File: src/rtl/grey_digit_pkg.sv
// Shared definitions for the grey digit receiver: symbol codes, frame states and the
// code-to-BCD lookup used by the decoder.
package grey_digit_pkg;

  localparam logic [4:0] ZERO  = 5'b10001;
  localparam logic [4:0] ONE   = 5'b00001;
  localparam logic [4:0] TWO   = 5'b00011;
  localparam logic [4:0] THREE = 5'b00010;
  localparam logic [4:0] FOUR  = 5'b00110;
  localparam logic [4:0] FIVE  = 5'b00100;
  localparam logic [4:0] SIX   = 5'b01100;
  localparam logic [4:0] SEVEN = 5'b01000;
  localparam logic [4:0] EIGHT = 5'b11000;
  localparam logic [4:0] NINE  = 5'b10000;
  localparam logic [4:0] DP    = 5'b10101;

  typedef enum logic [2:0] {S_HUNT, S_DP, S_D100, S_D010, S_D001} state_t;

  // Result layout is {valid, is_dp, bcd[3:0]}; the DP marker is a valid code but not a digit.
  function automatic logic [5:0] grey2bcd(input logic [4:0] code);
    case (code)
      ZERO:    grey2bcd = 6'b10_0000;
      ONE:     grey2bcd = 6'b10_0001;
      TWO:     grey2bcd = 6'b10_0010;
      THREE:   grey2bcd = 6'b10_0011;
      FOUR:    grey2bcd = 6'b10_0100;
      FIVE:    grey2bcd = 6'b10_0101;
      SIX:     grey2bcd = 6'b10_0110;
      SEVEN:   grey2bcd = 6'b10_0111;
      EIGHT:   grey2bcd = 6'b10_1000;
      NINE:    grey2bcd = 6'b10_1001;
      DP:      grey2bcd = 6'b11_0000;
      default: grey2bcd = 6'b00_0000;
    endcase
  endfunction

endpackage

File: src/rtl/grey_digit_decode.sv
// Combinational decode of one synchronised 5-bit grey symbol into validity, DP flag and BCD.
module grey_digit_decode
  import grey_digit_pkg::*;
(
  input  logic [4:0] code,
  output logic       valid,
  output logic       is_dp,
  output logic [3:0] bcd
);

  always_comb begin
    {valid, is_dp, bcd} = grey2bcd(code);
  end

endmodule

File: src/rtl/grey_digit_rx.sv
// Frame receiver for the DP/hundreds/tens/units grey stream. Optional macro
// GREY_RX_ERRCNT_EN adds o_err_cnt, a saturating count of o_err pulses.
module grey_digit_rx
  import grey_digit_pkg::*;
#(
  parameter int SYM_CYCLES  = 20001,
  parameter int SYNC_STAGES = 2
) (
  input  logic       i_clk,
  input  logic       i_rst_n,
  input  logic [4:0] i_grey,
  output logic [3:0] o_100,
  output logic [3:0] o_010,
  output logic [3:0] o_001,
  output logic       o_valid,
  output logic       o_locked,
  output logic       o_err
`ifdef GREY_RX_ERRCNT_EN
  ,
  output logic [7:0] o_err_cnt
`endif
);

  localparam int CW = $clog2(SYM_CYCLES);
  localparam logic [CW-1:0] MID  = CW'(SYM_CYCLES / 2);
  localparam logic [CW-1:0] LAST = CW'(SYM_CYCLES - 1);

  logic [4:0]    sync_q [SYNC_STAGES];
  logic [4:0]    s;
  logic [4:0]    s_prev;
  logic          dp_edge;
  logic          dec_valid;
  logic          dec_dp;
  logic [3:0]    dec_bcd;
  logic          mid_bad;
  logic          realign_ok;
  logic [CW-1:0] cnt;
  state_t        state;
  logic [3:0]    h_q;
  logic [3:0]    t_q;

  always_ff @(posedge i_clk) begin
    if (!i_rst_n) begin
      for (int i = 0; i < SYNC_STAGES; i++) sync_q[i] <= '0;
      s_prev <= '0;
    end else begin
      sync_q[0] <= i_grey;
      for (int i = 1; i < SYNC_STAGES; i++) sync_q[i] <= sync_q[i-1];
      s_prev <= s;
    end
  end

  assign s       = sync_q[SYNC_STAGES-1];
  assign dp_edge = (s == DP) && (s_prev != DP);

  grey_digit_decode u_decode (
    .code  (s),
    .valid (dec_valid),
    .is_dp (dec_dp),
    .bcd   (dec_bcd)
  );

  // DP slots must hold the marker; digit slots must hold a real digit.
  assign mid_bad    = (state == S_DP) ? !dec_dp : !(dec_valid && !dec_dp);
  // A DP edge is expected during the DP slot or late in the units slot (clock skew).
  assign realign_ok = (state == S_DP) || ((state == S_D001) && (cnt > MID));

  always_ff @(posedge i_clk) begin
    if (!i_rst_n) begin
      state    <= S_HUNT;
      cnt      <= '0;
      o_100    <= '0;
      o_010    <= '0;
      o_001    <= '0;
      o_valid  <= 1'b0;
      o_locked <= 1'b0;
      o_err    <= 1'b0;
    end else begin
      o_valid <= 1'b0;
      o_err   <= 1'b0;
      if (state == S_HUNT) begin
        cnt <= '0;
        if (dp_edge) state <= S_DP;
      end else if (dp_edge) begin
        state <= S_DP;
        cnt   <= '0;
        if (!realign_ok) begin
          o_err    <= 1'b1;
          o_locked <= 1'b0;
        end
      end else if ((cnt == MID) && mid_bad) begin
        o_err    <= 1'b1;
        o_locked <= 1'b0;
        state    <= S_HUNT;
        cnt      <= '0;
      end else begin
        if (cnt == MID) begin
          case (state)
            S_D100: h_q <= dec_bcd;
            S_D010: t_q <= dec_bcd;
            S_D001: begin
              o_100    <= h_q;
              o_010    <= t_q;
              o_001    <= dec_bcd;
              o_valid  <= 1'b1;
              o_locked <= 1'b1;
            end
            default: ;
          endcase
        end
        if (cnt == LAST) begin
          cnt <= '0;
          case (state)
            S_DP:    state <= S_D100;
            S_D100:  state <= S_D010;
            S_D010:  state <= S_D001;
            default: state <= S_DP;
          endcase
        end else begin
          cnt <= cnt + 1'b1;
        end
      end
    end
  end

`ifdef GREY_RX_ERRCNT_EN
  always_ff @(posedge i_clk) begin
    if (!i_rst_n) begin
      o_err_cnt <= '0;
    end else if (o_err && (o_err_cnt != 8'hFF)) begin
      o_err_cnt <= o_err_cnt + 1'b1;
    end
  end
`endif

endmodule

File: config.mk
export PLATFORM = sky130hd
export DESIGN_NAME = grey_digit_rx
export DESIGN_NICKNAME = d
export VERILOG_FILES = /design/src/rtl/grey_digit_pkg.sv /design/src/rtl/grey_digit_decode.sv /design/src/rtl/grey_digit_rx.sv
export SDC_FILE = /design/constraint.sdc
export NUM_CORES = 1
export LEC_CHECK = 0
export CAP_MARGIN = 20
export CORE_MARGIN = 5
export CORE_UTILIZATION = 30
export DETAILED_ROUTE_END_ITERATION = 12
export PLACE_DENSITY_LB_ADDON = 0.08
export RECOVER_POWER = 50
export SYNTH_ARGS = -nofsm -noshare
export SYNTH_HDL_FRONTEND = slang
export SYNTH_SLANG_ARGS = --single-unit
export TNS_END_PERCENT = 20
File: constraint.sdc
create_clock -name i_clk -period 3.1 [get_ports i_clk]
set_clock_uncertainty 0.2 [all_clocks]
set_input_delay 0.465 -clock i_clk [delete_from_list [all_inputs] [get_ports i_clk]]
set_output_delay 0.465 -clock i_clk [all_outputs]
set_load 0.005 [all_outputs]
==> results of run 1 <==
[flip-flops by register name, summed over array words and instances (netlist names)]
name and flops:
cnt 15, h_q 4, o_err 1, t_q 4, o_100 4, o_locked 1
sync_q 10, state 3, o_010 4, o_001 4, s_prev 5, o_valid 1
[cell families (layout without fill, tap and decap cells)]
family | after synthesis | after routing
buffers and inverters | 24 | 42
xor gates and xnor gates | 13 | 13
AOI/OAI and AO/OA | 23 | 23
DFF | 56 | 56
adders and majority gates | 5 | 5
and+or+nand+nor | 131 | 131
muxes | 17 | 17
[per-layer routing]
metal / part of all wire / wire, um / up-vias / GRT usage
met4: 0.015 / 73 / 0 / 0.02863
met1: 0.52 / 2594 / 857 / 0.1410
li1: - / - / 960 / -
met3: 0.040 / 199 / 8 / 0.02617
met2: 0.43 / 2153 / 33 / 0.1645
met5: 0 / 0 / - / 0
[cell usage in the layout (no fill, tap or decap), types with 3 or more instances in the layout]
cell type        count
and2_1              14
a211oi_1             4
nand3_1              8
nand3b_1             4
buf_4                5
nand2_1             40
ha_1                 5
edfxtp_1             8
or3_1                3
mux2i_1             15
xnor2_1              8
clkdlybuf4s50_1      5
dfxtp_1             48
nor3_1              18
a21oi_1              5
nand4_1              5
clkbuf_8             7
xor2_1               5
dlygate4sd3_1       16
o21ai_0              6
inv_1                8
nor2_1              18
nor4_1               3
[metrics by stage]
stage / setup WS [ps] / total power, uW / instance area (um2) / instances / hold slack, ps
6_report: 661.3 / 1242 / 2905 / 392 / 240.1
5_1_grt: 394.0 / 1296 / 2905 / 392 / 260.6
4_1_cts: 607.5 / 1266 / 2905 / 392 / 242.3
3_5_place_dp: 637.8 / 818.6 / 2805 / 384 / 218.4
3_3_place_gp: 630.4 / 819.7 / 2805 / 384 / 217.6
2_1_floorplan: 703.3 / 799.8 / 2502 / 269 / 211.9
[worst max-delay path by stage]
| stage | startpoint | endpoint | slack [ps] | cells after the start |
|---|---|---|---|---|
| after floorplan | cnt[2] | h_q[0] | 700 | 5 |
| after global placement | sync_q[0][5] | t_q[1] | 630 | 7 |
| after detailed placement | sync_q[0][5] | t_q[1] | 640 | 7 |
| after CTS | sync_q[0][6] | cnt[2] | 610 | 7 |
| after global routing | sync_q[0][6] | cnt[2] | 390 | 7 |
| final | sync_q[0][6] | cnt[2] | 660 | 7 |
[final cells by class]
type / count / area (um2) / area share
inverters: 8 / 30.03 / 0.01034
multi-input cells: 189 / 1195 / 0.4113
clock buffers: 8 / 100.1 / 0.03445
flip-flops and latches: 56 / 1201 / 0.4134
well taps: 105 / 131.4 / 0.04522
repair buffers: 26 / 247.7 / 0.08527
[where the power goes]
part | internal, uW | leakage (uW) | switching (uW)
clock | 205 | 0.0000515 | 238
sequential | 744 | 0.000450 | 5.24
combinational | 22.6 | 0.000489 | 27.8
==> flow_metrics.env, run 1 <==
export IMPL_maxCapViolCount=0
export IMPL_synthAdderAreaFrac=0.02500
export IMPL_firstDrtPassIters=4
export IMPL_syn_inst=269
export IMPL_synth_top_family_by_area="simple AND/OR/NAND/NOR gates"
export IMPL_fp_coreArea_mm2=0.008175
export IMPL_wl_mm=5.021
export IMPL_max_clock_freq_mhz=410.1
export IMPL_clock_latency_ps=310
export IMPL_cts_buffers=5
export IMPL_layout_drive_gt1_share=0.06620
export IMPL_grt_pass1_wl_mm=8.583
export IMPL_port_buffers=21
export IMPL_netlist_area_leader_share=0.3840
export IMPL_critical_path_max_fanout=15
export IMPL_end_kind="flop"
export IMPL_r2r_start="sync_q[0][6]"
export IMPL_cp_start_kind="flop"
export IMPL_outcome="finished, final reports clean"
export IMPL_hold_viol_final=0
export IMPL_clockBufferDepth=2
export IMPL_ctsHoldBuffers=0
export IMPL_timing_final_crit_share=0.7867
export IMPL_power_density_mw_per_mm2=427.5
export IMPL_drtIter0Drc=52
export IMPL_grt_start_max_net_pins=41
export IMPL_synth_warnings=0
export IMPL_required_ps=3130
export IMPL_r2r_slack_ps=660
export IMPL_drcViolationCount=0
export IMPL_dieArea_mm2=0.01027
export IMPL_setup_viol=0
export IMPL_grt_remaining_overflow=0
export IMPL_fin_setup_tns_ps=0
export IMPL_arrival_ps=2470
export IMPL_wire_per_inst_um=12.81
export IMPL_synth_compound_area_frac=0.06500
export IMPL_whs_path_depth=1
export IMPL_antenna_found_initial=0
export IMPL_finalCriticalPeriod_ps=2439
export IMPL_slew_limit_headroom=0.6342
export IMPL_synth_avg_cell_area_um2=9.303
export IMPL_synth_mux_area_fraction=0.07350
export IMPL_crit_family="simple AND/OR/NAND/NOR gates"
export IMPL_cts_resized=0
export IMPL_grt_pass1_vias=1788
export IMPL_r2r_end="cnt[2]"
export IMPL_fill_cells=856
export IMPL_finalNetCount=298
export IMPL_rsz0062_at_grt="no"
export IMPL_initial_utilization=0.3061
export IMPL_tightestPinTransition_ps=548.7
export IMPL_ys_ff_latch=56
export IMPL_cts_sinks=56
export IMPL_synthXorXnorAreaFrac=0.04550
export IMPL_slew_violations=0
export IMPL_holdCritPathClass="reg2reg"
export IMPL_area_growth_pct=16.10
export IMPL_utilization=0.3554
export IMPL_die_h_um=101.3
export IMPL_htree_levels=2
export IMPL_crit_buf_inv=1
export IMPL_synth_common_cells="48 x dfxtp_1, 40 x nand2_1, 18 x nor2_1, 18 x nor3_1, 16 x and2_1"
export IMPL_track_usage=0.1039
export IMPL_die_x_um=101.3
export IMPL_leakage_uw=0.0009904
export IMPL_syn_nets=281
export IMPL_synth_area_top_cells="dfxtp_1 38%, edfxtp_1 9.6%, mux2i_1 6.0%, nand2_1 6.0%, and2_1 4.0%"
export IMPL_cts_tree="built"
export IMPL_syn_area_mm2=0.002502
export IMPL_synthFlopType="dfxtp_1"
export IMPL_gp_congestion=0.7797
export IMPL_ant_nets=0
export IMPL_r2r_cells=7
export IMPL_cp_cell_sequence="inv_1, ha_1, nand4b_1, o21bai_1, nand2_1, or3_1, nor3_1"
export IMPL_cpMaxStageDelayCell="or3_1"
export IMPL_async_flop_share=0
export IMPL_vdd_drop_max_v=0.0001876
export IMPL_synth_cell_type_count=44
export IMPL_fp_row_count=33
export IMPL_n_antenna_cell=0
export IMPL_hp_start="sync_q[0][0]"
export IMPL_synth_top_area_cell="dfxtp_1"
export IMPL_min_delay_worst_endpoint="sync_q[0][5]"
export IMPL_synth_edf_count=8
export IMPL_critical_path_max_stage_delay_ps=650
export IMPL_yosysMostFrequentCell="dfxtp_1"
export IMPL_vias_per_cell=4.740
export IMPL_ys_seq_area_frac=0.4800
export IMPL_pin_count=22
export IMPL_clk_pin_slew_ps=100
export IMPL_hpwlAfterDp_mm=3.490
export IMPL_cts_root_buf="clkbuf_8"
export IMPL_vias=1858
export IMPL_crit_type="reg2reg"
export IMPL_cts_setup_buffers=0
export IMPL_synthSimpleGateAreaFrac=0.2685
(Power assumes the default switching activity.)
==> inputs of run 2 (changes only) <==
Clock period 3.1 ns to 2.01 ns, I/O delays scaled along.
==> flow_metrics.env, run 2 (synthesized netlist as in run 1, its figures left out) <==
export IMPL_outcome="finished with violations"
export IMPL_violations="setup timing"
export IMPL_regMostFlops="cnt"
export IMPL_timing_final_crit_share=1.092
export IMPL_cts_buffers=5
export IMPL_leakage_uw=0.001233
export IMPL_track_usage=0.1221
export IMPL_crit_path_start="sync_q[0][5]"
export IMPL_maxCapViolCount=0
export IMPL_holdCritPathClass="reg2reg"
export IMPL_grt_pass1_vias=2014
export IMPL_cts_sinks=56
export IMPL_finalNetCount=351
export IMPL_multiInputGateArea_mm2=0.001364
export IMPL_fill_cells=825
export IMPL_slew_limit_headroom=0.6999
export IMPL_fp_row_count=33
export IMPL_end_kind="flop"
export IMPL_r2r_start="sync_q[0][5]"
export IMPL_reg_largest_list="cnt: 15 flops, sync_q: 10 flops, s_prev: 5 flops"
export IMPL_area_growth_pct=40.75
export IMPL_cts_tree="built"
export IMPL_hp_start="sync_q[0][2]"
export IMPL_r2r_cells=7
export IMPL_min_delay_worst_endpoint="sync_q[0][7]"
export IMPL_vdd_drop_max_v=0.0002917
export IMPL_n_antenna_cell=0
export IMPL_clk_pin_slew_ps=110
export IMPL_wl_mm=5.869
export IMPL_gp_congestion=0.8056
export IMPL_max_clock_freq_mhz=455.7
export IMPL_port_buffers=21
export IMPL_final_cell_mix="52 x buf_4, 42 x dfxtp_1, 37 x nand2_1"
export IMPL_rsz0062_at_grt="yes"
export IMPL_use_met1=0.1690
export IMPL_final_common_cell="buf_4"
export IMPL_vias_per_cell=4.613
export IMPL_largest_reg_flops=15
export IMPL_drtIter0Drc=53
export IMPL_setup_viol=39
export IMPL_fp_coreArea_mm2=0.008175
export IMPL_arrival_ps=2210
export IMPL_initial_utilization=0.3061
export IMPL_gr_usage_met2=0.1952
export IMPL_finalCriticalPeriod_ps=2194
export IMPL_tightestPinTransition_ps=450.1
export IMPL_antenna_found_initial=0
export IMPL_clock_latency_ps=310
export IMPL_cpMaxStageDelayCell="mux4_2"
export IMPL_die_x_um=101.3
export IMPL_grt_remaining_overflow=0
export IMPL_cts_root_buf="clkbuf_8"
export IMPL_critical_path_max_fanout=6
export IMPL_wire_per_inst_um=13.19
export IMPL_crit_family="multiplexers"
export IMPL_dieArea_mm2=0.01027
export IMPL_p_int_uw=1466
export IMPL_cp_start_kind="flop"
export IMPL_seq_area_mm2=0.001214
export IMPL_grt_start_max_net_pins=25
export IMPL_critical_path_max_stage_delay_ps=560
export IMPL_clockBufferDepth=2
export IMPL_firstDrtPassIters=4
export IMPL_ant_nets=0
export IMPL_hold_viol_final=0
export IMPL_grt_pass1_wl_mm=9.949
export IMPL_htree_levels=2
export IMPL_drcViolationCount=0
export IMPL_clockPowerShare=0.337
export IMPL_vias=2053
export IMPL_hpwlAfterDp_mm=4.204
export IMPL_crit_type="reg2reg"
export IMPL_ctsHoldBuffers=0
export IMPL_whs_path_depth=1
export IMPL_switchingPower_uw=462.7
export IMPL_r2r_slack_ps=-180
export IMPL_layout_drive_gt1_share=0.3118
export IMPL_utilization=0.4308
export IMPL_die_h_um=101.3
export IMPL_power_density_mw_per_mm2=547.5
export IMPL_met3_usage=0.02479
export IMPL_p_sw_frac=0.2399
export IMPL_grt_busiest_layer="met2"
export IMPL_cp_depth=7
export IMPL_pin_count=22
export IMPL_comb_power_share=0.065
export IMPL_r2r_end="o_010[1]"
export IMPL_cp_cell_sequence="inv_4, ha_4, nor2b_4, mux4_2, and4b_2, clkbuf_16, mux2i_1"
export IMPL_required_ps=2020
export IMPL_crit_buf_inv=2
export IMPL_setup_slack_ps=-184.4
export IMPL_fin_setup_tns_ps=-4500
export IMPL_seq_power_share=0.598
export IMPL_slew_violations=0
run 2: per-stage QoR:
stage / hold slack, ps / total power [uW] / area [um2] / worst slack [ps] / cells
final: 243.2 / 1928 / 3522 / -184.4 / 445
after global routing: 259.3 / 2033 / 3522 / -222.7 / 445
after CTS: 247.5 / 1970 / 3420 / -122.8 / 442
after detailed placement: 219.8 / 1298 / 3233 / -148.7 / 427
after global placement: 217.2 / 1298 / 3233 / -120.3 / 427
after floorplan: 211.8 / 1244 / 2603 / -108.3 / 269
run 2: how the worst max path moves through the flow:
stage and end:
5_1_grt o_010[3], 4_1_cts o_err, 3_5_place_dp t_q[0], 2_1_floorplan cnt[13], 6_report o_010[1], 3_3_place_gp cnt[4]
run 2: cell type report:
class	count	area share
sequential	56	0.3446
multi-input combinational	189	0.3872
tap	105	0.03730
inverter	8	0.009947
clock inverter	3	0.007105
clock buffer	5	0.01954
timing repair buffer	79	0.1943
run 2: worst reg2reg max path: stages, from the launching register on:
cell and delay (ps):
dfxtp_4 390, inv_4 50, ha_4 150, nor2b_4 120, mux4_2 560, and4b_2 340, clkbuf_16 180, mux2i_1 110
run 2: repair_timing:
item	4_1_cts	5_1_grt
resized for setup	12	20
cloned	0	1
setup endpoints to repair	41	41
endpoints found under the hold margin	0	0
pin swaps	6	3
buffers inserted	7	2
run 2: power groups by stage:
stage | registers (uW) | clock network [uW] | logic, uW
2_1_floorplan | 1180 | 0 | 67.3
3_3_place_gp | 1180 | 0 | 119
3_5_place_dp | 1180 | 0 | 119
4_1_cts | 1150 | 693 | 124
5_1_grt | 1160 | 738 | 139
6_report | 1150 | 649 | 126
run 2: metal layers:
metal | vias up | part of all wire
met5 | - | 0
met2 | 27 | 0.48
met1 | 956 | 0.47
li1 | 1064 | -
met3 | 6 | 0.034
met4 | 0 | 0.010
==> inputs of run 3 (changes only) <==
Settings changed: CTS_BUF_LIST set to sky130_fd_sc_hd__clkbuf_2 sky130_fd_sc_hd__clkbuf_4 sky130_fd_sc_hd__clkbuf_8.
==> results of run 3 <==
Same layout as run 2: the final DEF is identical, and so are final timing and power.
